<file path="config.mk">
export PLATFORM = sky130hd
export DESIGN_NAME = sha256_avalon_master
export DESIGN_NICKNAME = d
export VERILOG_FILES = /design/src/rtl/sha256_avalon_master.sv
export SDC_FILE = /design/constraint.sdc
export NUM_CORES = 2
export LEC_CHECK = 0
export CAP_MARGIN = 20
export CORE_MARGIN = 3
export CORE_UTILIZATION = 36
export CTS_CLUSTER_SIZE = 25
export DETAILED_ROUTE_END_ITERATION = 10
export GPL_TIMING_DRIVEN = 0
export MAX_ROUTING_LAYER = met4
export SYNTH_ARGS = -nofsm -noshare
export SYNTH_HDL_FRONTEND = slang
export SYNTH_SLANG_ARGS = --single-unit
</file>
<file path="constraint.sdc">
create_clock -name iClk -period 33 [get_ports iClk]
set_clock_uncertainty 0.2 [all_clocks]
set_input_delay 4.95 -clock iClk [delete_from_list [all_inputs] [get_ports iClk]]
set_output_delay 4.95 -clock iClk [all_outputs]
set_load 0.1 [all_outputs]
</file>
<file path="src/rtl/sha256_avalon_master.sv">
`default_nettype none
// ============================================================================
//  Module      : sha256_avalon_master
//  Description : Avalon-MM initiator that hashes one 512-bit block per
//                request on a SHA-256 register-mapped slave: writes the 16
//                message words, issues start/last_block, polls done and, for
//                a final block, reads back the 8 digest words.
//                Optional watchdog: define SHA256_MASTER_TIMEOUT_EN.
//  Revision    : 1.0 - initial release
// ============================================================================
module sha256_avalon_master #(
    parameter int POLL_GAP = 4,
    parameter int TIMEOUT  = 1024
) (
    input  logic         iClk,
    input  logic         iReset,
    input  logic         iStart,
    input  logic [511:0] iBlock,
    input  logic         iLastBlock,
    output logic         oBusy,
    output logic         oBlockDone,
    output logic         oDigestValid,
    output logic [255:0] oDigest,
    output logic         oError,
    output logic         oChipSelect_n,
    output logic         oWrite_n,
    output logic         oRead_n,
    output logic [7:0]   oAddress,
    output logic [31:0]  oData,
    input  logic [31:0]  iData
);

    typedef enum logic [2:0] {
        S_IDLE    = 3'd0,
        S_WR_MSG  = 3'd1,
        S_WR_CTRL = 3'd2,
        S_GAP     = 3'd3,
        S_POLL    = 3'd4,
        S_RD_DIG  = 3'd5,
        S_FINISH  = 3'd6
    } state_t;

    localparam logic [7:0] c_addr_ctrl  = 8'h10;
    localparam logic [7:0] c_addr_dig   = 8'h80;
    localparam logic [7:0] c_gap_last   = 8'(POLL_GAP - 1);
    // With no idle gap the master polls back-to-back
    localparam state_t     c_after_ctrl = (POLL_GAP == 0) ? S_POLL : S_GAP;

    state_t             r_state, w_state;
    logic [15:0][31:0]  r_block, w_block;      // word 0 sits in element 15
    logic               r_last, w_last;
    logic               r_armed, w_armed;      // a done=0 has been observed
    logic [3:0]         r_k, w_k;
    logic [2:0]         r_j, w_j;
    logic [7:0]         r_g, w_g;
    logic [7:0][31:0]   r_shadow, w_shadow;    // word 0 sits in element 7
    logic [7:0][31:0]   r_digest, w_digest;
    logic               r_busy, w_busy;
    logic               r_block_done, w_block_done;
    logic               r_digest_valid, w_digest_valid;
    logic               r_cs_n, w_cs_n;
    logic               r_wr_n, w_wr_n;
    logic               r_rd_n, w_rd_n;
    logic [7:0]         r_addr, w_addr;
    logic [31:0]        r_data, w_data;

`ifdef SHA256_MASTER_TIMEOUT_EN
    localparam int c_to_w = $clog2(TIMEOUT + 1);
    localparam logic [c_to_w-1:0] c_to_last = c_to_w'(TIMEOUT - 1);
    logic [c_to_w-1:0]  r_to, w_to;
    logic               r_error, w_error;
`endif

    // State register
    always_ff @(posedge iClk or posedge iReset) begin
        if (iReset) begin
            r_state <= S_IDLE;
        end else begin
            r_state <= w_state;
        end
    end

    // Next state, counters and the bus cycle to present in the next clock
    always_comb begin
        w_state        = r_state;
        w_block        = r_block;
        w_last         = r_last;
        w_armed        = r_armed;
        w_k            = r_k;
        w_j            = r_j;
        w_g            = r_g;
        w_shadow       = r_shadow;
        w_digest       = r_digest;
        w_block_done   = 1'b0;
        w_digest_valid = 1'b0;
`ifdef SHA256_MASTER_TIMEOUT_EN
        w_to           = r_to;
        w_error        = r_error;
`endif

        case (r_state)
            S_IDLE: begin
                if (iStart) begin
                    w_block = iBlock;
                    w_last  = iLastBlock;
                    w_armed = 1'b0;
                    w_k     = 4'd0;
                    w_state = S_WR_MSG;
`ifdef SHA256_MASTER_TIMEOUT_EN
                    w_error = 1'b0;
`endif
                end
            end
            S_WR_MSG: begin
                w_k = r_k + 4'd1;
                if (r_k == 4'd15) begin
                    w_state = S_WR_CTRL;
                end
            end
            S_WR_CTRL: begin
                w_g     = 8'd0;
                w_state = c_after_ctrl;
`ifdef SHA256_MASTER_TIMEOUT_EN
                w_to    = '0;
`endif
            end
            S_GAP: begin
                if (r_g == c_gap_last) begin
                    w_state = S_POLL;
                end else begin
                    w_g = r_g + 8'd1;
                end
            end
            S_POLL: begin
                w_g = 8'd0;
                if (!iData[0]) begin
                    w_armed = 1'b1;
                    w_state = c_after_ctrl;
                end else if (r_armed) begin
                    w_block_done = 1'b1;
                    w_j          = 3'd0;
                    w_state      = r_last ? S_RD_DIG : S_FINISH;
                end else begin
                    // done still set from a previous block: not ours yet
                    w_state = c_after_ctrl;
                end
            end
            S_RD_DIG: begin
                w_shadow[~r_j] = iData;
                w_j            = r_j + 3'd1;
                if (r_j == 3'd7) begin
                    // Publish the complete shadow so oDigest is updated in
                    // the FINISH cycle, never with partial words
                    w_digest       = w_shadow;
                    w_digest_valid = 1'b1;
                    w_state        = S_FINISH;
                end
            end
            S_FINISH: begin
                w_state = S_IDLE;
            end
            default: begin
                w_state = S_IDLE;
            end
        endcase

`ifdef SHA256_MASTER_TIMEOUT_EN
        // Watchdog over the wait-for-done phase; completion wins a tie
        if ((r_state == S_GAP || r_state == S_POLL) &&
            !(r_state == S_POLL && iData[0] && r_armed)) begin
            if (r_to == c_to_last) begin
                w_state = S_IDLE;
                w_error = 1'b1;
            end else begin
                w_to = r_to + 1'b1;
            end
        end
`endif

        w_cs_n = 1'b1;
        w_wr_n = 1'b1;
        w_rd_n = 1'b1;
        w_addr = 8'h00;
        w_data = 32'h0;
        case (w_state)
            S_WR_MSG: begin
                w_cs_n = 1'b0;
                w_wr_n = 1'b0;
                w_addr = {4'h0, w_k};
                w_data = w_block[~w_k];
            end
            S_WR_CTRL: begin
                w_cs_n = 1'b0;
                w_wr_n = 1'b0;
                w_addr = c_addr_ctrl;
                w_data = {30'h0, 1'b1, w_last};
            end
            S_POLL: begin
                w_cs_n = 1'b0;
                w_rd_n = 1'b0;
                w_addr = c_addr_ctrl;
            end
            S_RD_DIG: begin
                w_cs_n = 1'b0;
                w_rd_n = 1'b0;
                w_addr = c_addr_dig | {5'h0, w_j};
            end
            default: begin
            end
        endcase

        // A final block releases busy together with oDigestValid; a
        // non-final block keeps busy through its FINISH cycle
        w_busy = !((w_state == S_IDLE) || (w_state == S_FINISH && w_last));
    end

    // Datapath, counters and registered outputs
    always_ff @(posedge iClk or posedge iReset) begin
        if (iReset) begin
            r_block        <= '0;
            r_last         <= 1'b0;
            r_armed        <= 1'b0;
            r_k            <= 4'd0;
            r_j            <= 3'd0;
            r_g            <= 8'd0;
            r_shadow       <= '0;
            r_digest       <= '0;
            r_busy         <= 1'b0;
            r_block_done   <= 1'b0;
            r_digest_valid <= 1'b0;
            r_cs_n         <= 1'b1;
            r_wr_n         <= 1'b1;
            r_rd_n         <= 1'b1;
            r_addr         <= 8'h00;
            r_data         <= 32'h0;
        end else begin
            r_block        <= w_block;
            r_last         <= w_last;
            r_armed        <= w_armed;
            r_k            <= w_k;
            r_j            <= w_j;
            r_g            <= w_g;
            r_shadow       <= w_shadow;
            r_digest       <= w_digest;
            r_busy         <= w_busy;
            r_block_done   <= w_block_done;
            r_digest_valid <= w_digest_valid;
            r_cs_n         <= w_cs_n;
            r_wr_n         <= w_wr_n;
            r_rd_n         <= w_rd_n;
            r_addr         <= w_addr;
            r_data         <= w_data;
        end
    end

`ifdef SHA256_MASTER_TIMEOUT_EN
    // Watchdog counter and sticky error flag
    always_ff @(posedge iClk or posedge iReset) begin
        if (iReset) begin
            r_to    <= '0;
            r_error <= 1'b0;
        end else begin
            r_to    <= w_to;
            r_error <= w_error;
        end
    end

    assign oError = r_error;
`else
    assign oError = 1'b0;
`endif

    assign oBusy         = r_busy;
    assign oBlockDone    = r_block_done;
    assign oDigestValid  = r_digest_valid;
    assign oDigest       = r_digest;
    assign oChipSelect_n = r_cs_n;
    assign oWrite_n      = r_wr_n;
    assign oRead_n       = r_rd_n;
    assign oAddress      = r_addr;
    assign oData         = r_data;

endmodule
`default_nettype wire

</file>
Word-level counts from Yosys, hierarchy flattened
Cells that the tools add are included.
Widths: inputs -> output; s select.
- $add $sub $neg: 3
- order comparisons: 3
- equality and inequality tests: 16
- mux-type cells: 37
- bitwise operators: 2
- reduce and logical (&&, ||, !) cells: 16
- operator list (kind ; count):
    $mux 512 ; 2
    $bwmux 256 ; 1
    $bmux 32 s4 ; 1
    $demux 32 s3 ; 1
    $mux 32 ; 2
    $pmux 32 s2 ; 1
    $mux 3 ; 8
    $pmux 8 s3 ; 1
    $eq 3x3->1 const B ; 6
    $pmux 3 s6 ; 1
    $pmux 8 s2 ; 1
    $mux 1 ; 12
    $eq 3x2->1 const B ; 3
    $add 8x1->8 const B ; 1
    $eq 8x2->1 const B ; 1
    $mux 8 ; 1
    $pmux 4 s2 ; 1
    $reduce_or 2->1 ; 4
    $eq 3x1->1 const B ; 2
    $logic_not 3->1 ; 2
    $ne 2x2->1 const B ; 3
    $pmux 3 s2 ; 1
    $lt 4x5->1 const B ; 1
    $add 4x1->4 const B ; 1
    16 further kinds ; 19
- register bits after elaboration: 1090
- bits of input ports: 548

Depth between registers and ports, before layout
- depth in word-level cells: 8
- gate-level depth with buffers: 14

Least setup slack after synthesis
No wires, ideal clock.
- kind: input-to-reg
- start: input iStart
- end: register r_data[10], in the netlist oData[10]
- arrival: 6.618 ns
- required time: 32.658 ns
- slack: 26.039 ns
- cell stages on the path: 11
- buffers on the path: 3
- cells stage by stage: clkbuf_1 -> nor2_1 -> o21ai_1 -> and2_1 -> buf_2 -> inv_2 -> buf_2 -> mux2i_1 -> a21oi_1 -> nor4_1 -> o221ai_1
- longest elaborated chain between the ends: 6
- elaborated cells on any way between the ends: 12
- those cells by class: 2 x eq/ne; 9 x mux; 1 x bitwise
- ends and longest elaborated chain (element ; line ; RTL):
    start: declaration ; 17 ; input logic iStart,
    $mux 4 ; 103 ; if (iStart) begin
    $pmux 4 s2 ; 101 ; case (r_state)
    $not 4->4 ; 190 ; w_data = w_block[~w_k];
    $bmux 32 s4 ; 190 ;
    $mux 32 (implied by the code) ; 190 ;
    $pmux 32 s2 * ; 185 ; case (w_state)
    via w_data[10] ; 65 ; logic [31:0] r_data, w_data;
    end signal: assignment ; 252 ; r_data <= w_data;
    end: declaration ; 65 ;
Mark *: on every way through the listed nets, which the timed path passes. The rest lies on a longest branch. The select of a mux whose other input is x is not followed.
A chain may end at the register's enable or synchronous reset.

Final worst setup path
- start: input iStart
- end: register r_data[26], in the netlist oData[26]
- longest elaborated chain between the ends: 6
- elaborated cells on any way between the ends: 12
- those cells by class: 2 x eq/ne; 9 x mux; 1 x bitwise
- ends and longest elaborated chain (element ; line ; RTL):
    $mux 4 ; 103 ;
    $pmux 4 s2 ; 101 ;
    via w_k[1] ; 53 ; logic [3:0] r_k, w_k;
    $not 4->4 ; 190 ;
    $bmux 32 s4 ; 190 ;
    $mux 32 (implied by the code) ; 190 ;
    $pmux 32 s2 ; 185 ;
    via w_data[26] ; 65 ;
The timed path passes the listed nets, and every way through them passes these cells. The select of a mux whose other input is x is not followed.

==> flow_metrics.tcl <==
set metrics [dict create \
    powerDensity_nw_per_um2 93.0 \
    ctsResizeCount 0 \
    synth_top_flop_cell "dfrtp_1" \
    regToRegStartpoint "r_state[0]" \
    die_h_um 371 \
    drive_above_1_share 0.117 \
    ant_nets 0 \
    cp_common_cell "nor2_1" \
    ios 851 \
    die_area_um2 138000 \
    rows 133 \
    root_buffer "clkbuf_16" \
    antenna_found_initial 53 \
    yosys.area.top_type "dfrtp_1" \
    timing.hold.ws_ns 0.273 \
    fin_crit_sh 0.251 \
    core_area_um2 132000 \
    final-setup-viol-count 0 \
    die_w_um 371 \
    cts_tree "done" \
    ys_warn_count 0 \
    fmax_mhz 121 \
    start_util 0.364 \
    slowest_delay_ns 0.88 \
    clkTransAtPathRegs_ns 0.06 \
    synth_area_leaders "dfrtp_1, nand2_1, mux2i_1, mux2_2, nor2_1" \
    synth-seq-area-share 0.568 \
    cts-hold-fix-buffers 0 \
    ys_seq_elements 1088 \
    end_kind "flip-flop" \
    cp_slowest_cell "buf_1" \
    r2r_end "oData[26]" \
    port_buffers 845 \
    drt_iter0_drc 3846 \
    crit_buf_inv 4 \
    path_class "in -> reg" \
    synth_top_cell_area_share 0.566 \
    grt_pass1_wl_um 305000 \
    hold_viol 0 \
    path_max_fanout 10 \
    status "finished, final reports clean" \
    dr.pass1.iters 6 \
    path_cells "clkbuf_1 -> nor2_1 -> o21ai_0 -> and2_1 -> inv_1 -> buf_2 -> buf_1 -> nor3_1 -> nor2_1 -> o221ai_1" \
    post-dp-hpwl_um 169000 \
    post_cts_buffers 0 \
    r2r_cells 10 \
    dp_slack_ns 23.99 \
    clk_latency_ns 0.77 \
    netlist_area_um2 47900 \
    avgSynthCellArea_um2 10.0 \
    h-tree-depth 4 \
    hp-class "reg -> reg" \
    finalNetCount 6359 \
    crit_family "buffers and inverters" \
    grt_max_degree 44 \
    min_period_ns 8.29 \
    grt_pass1_vias 40700 \
    gp_routability_congestion 0.980 \
    worst-slew-pin-transition_ns 1.20 \
    slew_headroom 0.201 \
    cts_sinks 1088 \
    critPathLaunchType "input port" \
    slew_viol_final 0 \
    layout_common_cells "nand2_1, dfrtp_1, clkdlybuf4s50_1" \
    cap_violations 0 \
    min_from "r_block[2]" \
    post-route-drc-count 0 \
    worstHoldPathCells 2 \
    synth-edff-count 0 \
    holdPathEnd "r_block[2]" \
    via_count 40900 \
    cts_buffer_depth 3 \
    final_common_cell "nand2_1" \
    postSynthCellCount 4778 \
    ys_async_sr_fraction 1.00 \
    p_leak_nw 29.4 \
    cts_inserted_buffers 130 \
    num-fill-cells 12300 \
    worstPathRequired_ns 33.28 \
    areaGrowthSynthToFinish_pct 33.7 \
    worstPathArrival_ns 8.57 \
    wl_um 218000 \
    rsz0062_at_grt "false" \
    fin_ws_ns 24.71 \
    synth_cell_types 54 \
    irDropWorstVdd_v 0.0000624 \
    globalRoute.totalOverflow 0 \
    wl_per_cell_um 28.3 \
    track_usage 0.320 \
    vias_per_cell 5.31 \
    r2r_slack_ns 28.45 \
    setup-tns-final_ns 0 \
]
[layer usage]
layer  wire length, µm  vias to the layer above  global-route usage  part of all wire
met5                 0                        -                   -                 0
met4             10800                        0               0.150             0.050
met3             19000                      361              0.0787             0.087
met2             99100                     1906               0.482              0.46
met1             88800                    20500               0.405              0.41
li1                  -                    18100                   -                 -
[flip-flops by register name, indices dropped and copies added (netlist names), 3 cells and up]
| register | count |
|---|---|
| r_block | 512 |
| oDigest | 256 |
| r_shadow | 256 |
| oData | 32 |
| r_g | 8 |
| oAddress | 6 |
| r_k | 4 |
| r_j | 3 |
| r_state | 3 |
[through the flow]
| stage | area (µm²) | power [W] | utilization | cells |
|---|---|---|---|---|
| 2_1_floorplan | 47900 | 0.00339 | - | 4780 |
| 3_3_place_gp | 58600 | 0.00440 | 0.445 | 7380 |
| 3_5_place_dp | 59600 | 0.00445 | 0.452 | 7428 |
| 4_1_cts | 63900 | 0.00595 | 0.485 | 7651 |
| 5_1_grt | 64100 | 0.00622 | 0.486 | 7695 |
| 6_report | 64100 | 0.00596 | 0.486 | 7698 |
[cell type report]
type,count,area (µm²),share of cell area
Antenna cell,45,113,0.00176
Buffer,372,1640,0.0256
Clock buffer,179,3710,0.0579
Clock inverter,44,667,0.0104
Inverter,9,37.5,0.000586
Multi-Input combinational cell,3311,19000,0.297
Sequential cell,1088,27200,0.425
Tap cell,1755,2200,0.0343
Timing Repair Buffer,895,9450,0.147
[power breakdown]
part	total, W	internal, W	switching (W)
clock	0.00149	0.000879	0.000612
combinational	0.00255	0.000780	0.00177
sequential	0.00192	0.00172	0.000197
total	0.00596	0.00338	0.00258
[worst max path at each step]
| stage | from | to | slack, ns | cells past startpoint |
|---|---|---|---|---|
| final | iStart | oData[26] | 24.71 | 10 |
| after global routing | iStart | oData[26] | 24.63 | 10 |
| after CTS | iStart | oData[26] | 24.78 | 10 |
| after detailed placement | iStart | oData[26] | 23.99 | 10 |
| after global placement | iReset | oDigest[121] | 5.61 | 2 |
| after floorplan | iReset | oAddress[0] | 12.84 | 1 |
[synthesized netlist by cell type (3+ instances only)]
library cell,instances
nand2_1,1374
dfrtp_1,1085
nor2_1,459
mux2i_1,354
a21oi_1,322
mux2_2,299
clkbuf_1,227
buf_2,94
a31oi_1,93
mux2_1,72
nor3_1,72
o21ai_0,70
a211oi_1,34
nor4_1,32
o221ai_1,29
buf_1,25
buf_4,19
mux2_4,9
inv_1,8
nand3_1,8
buf_6,7
nand4_1,7
and2_1,6
and3_1,6
nand2b_1,5
nand3b_1,5
nand4b_1,5
a22o_1,4
ha_1,4
or2_2,4
dfstp_2,3
nor3b_1,3
o211ai_1,3
o31ai_1,3
xor2_1,3
[cell families after synthesis]
logic type,share of synthesized area
compound gates,0.0678
buf+inv,0.0349
mux,0.164
flops,0.568
simple gates,0.163
xor+xnor,0.000731
other cells,0.0000782
fa+ha+maj,0.00104
[worst min-delay path, cell delays in order, from the launching register on]
cell     delay [ns]
dfrtp_1        0.34
nand2_1        0.05
nand2_1        0.05
No activity file was read; power rests on OpenSTA's default activity.
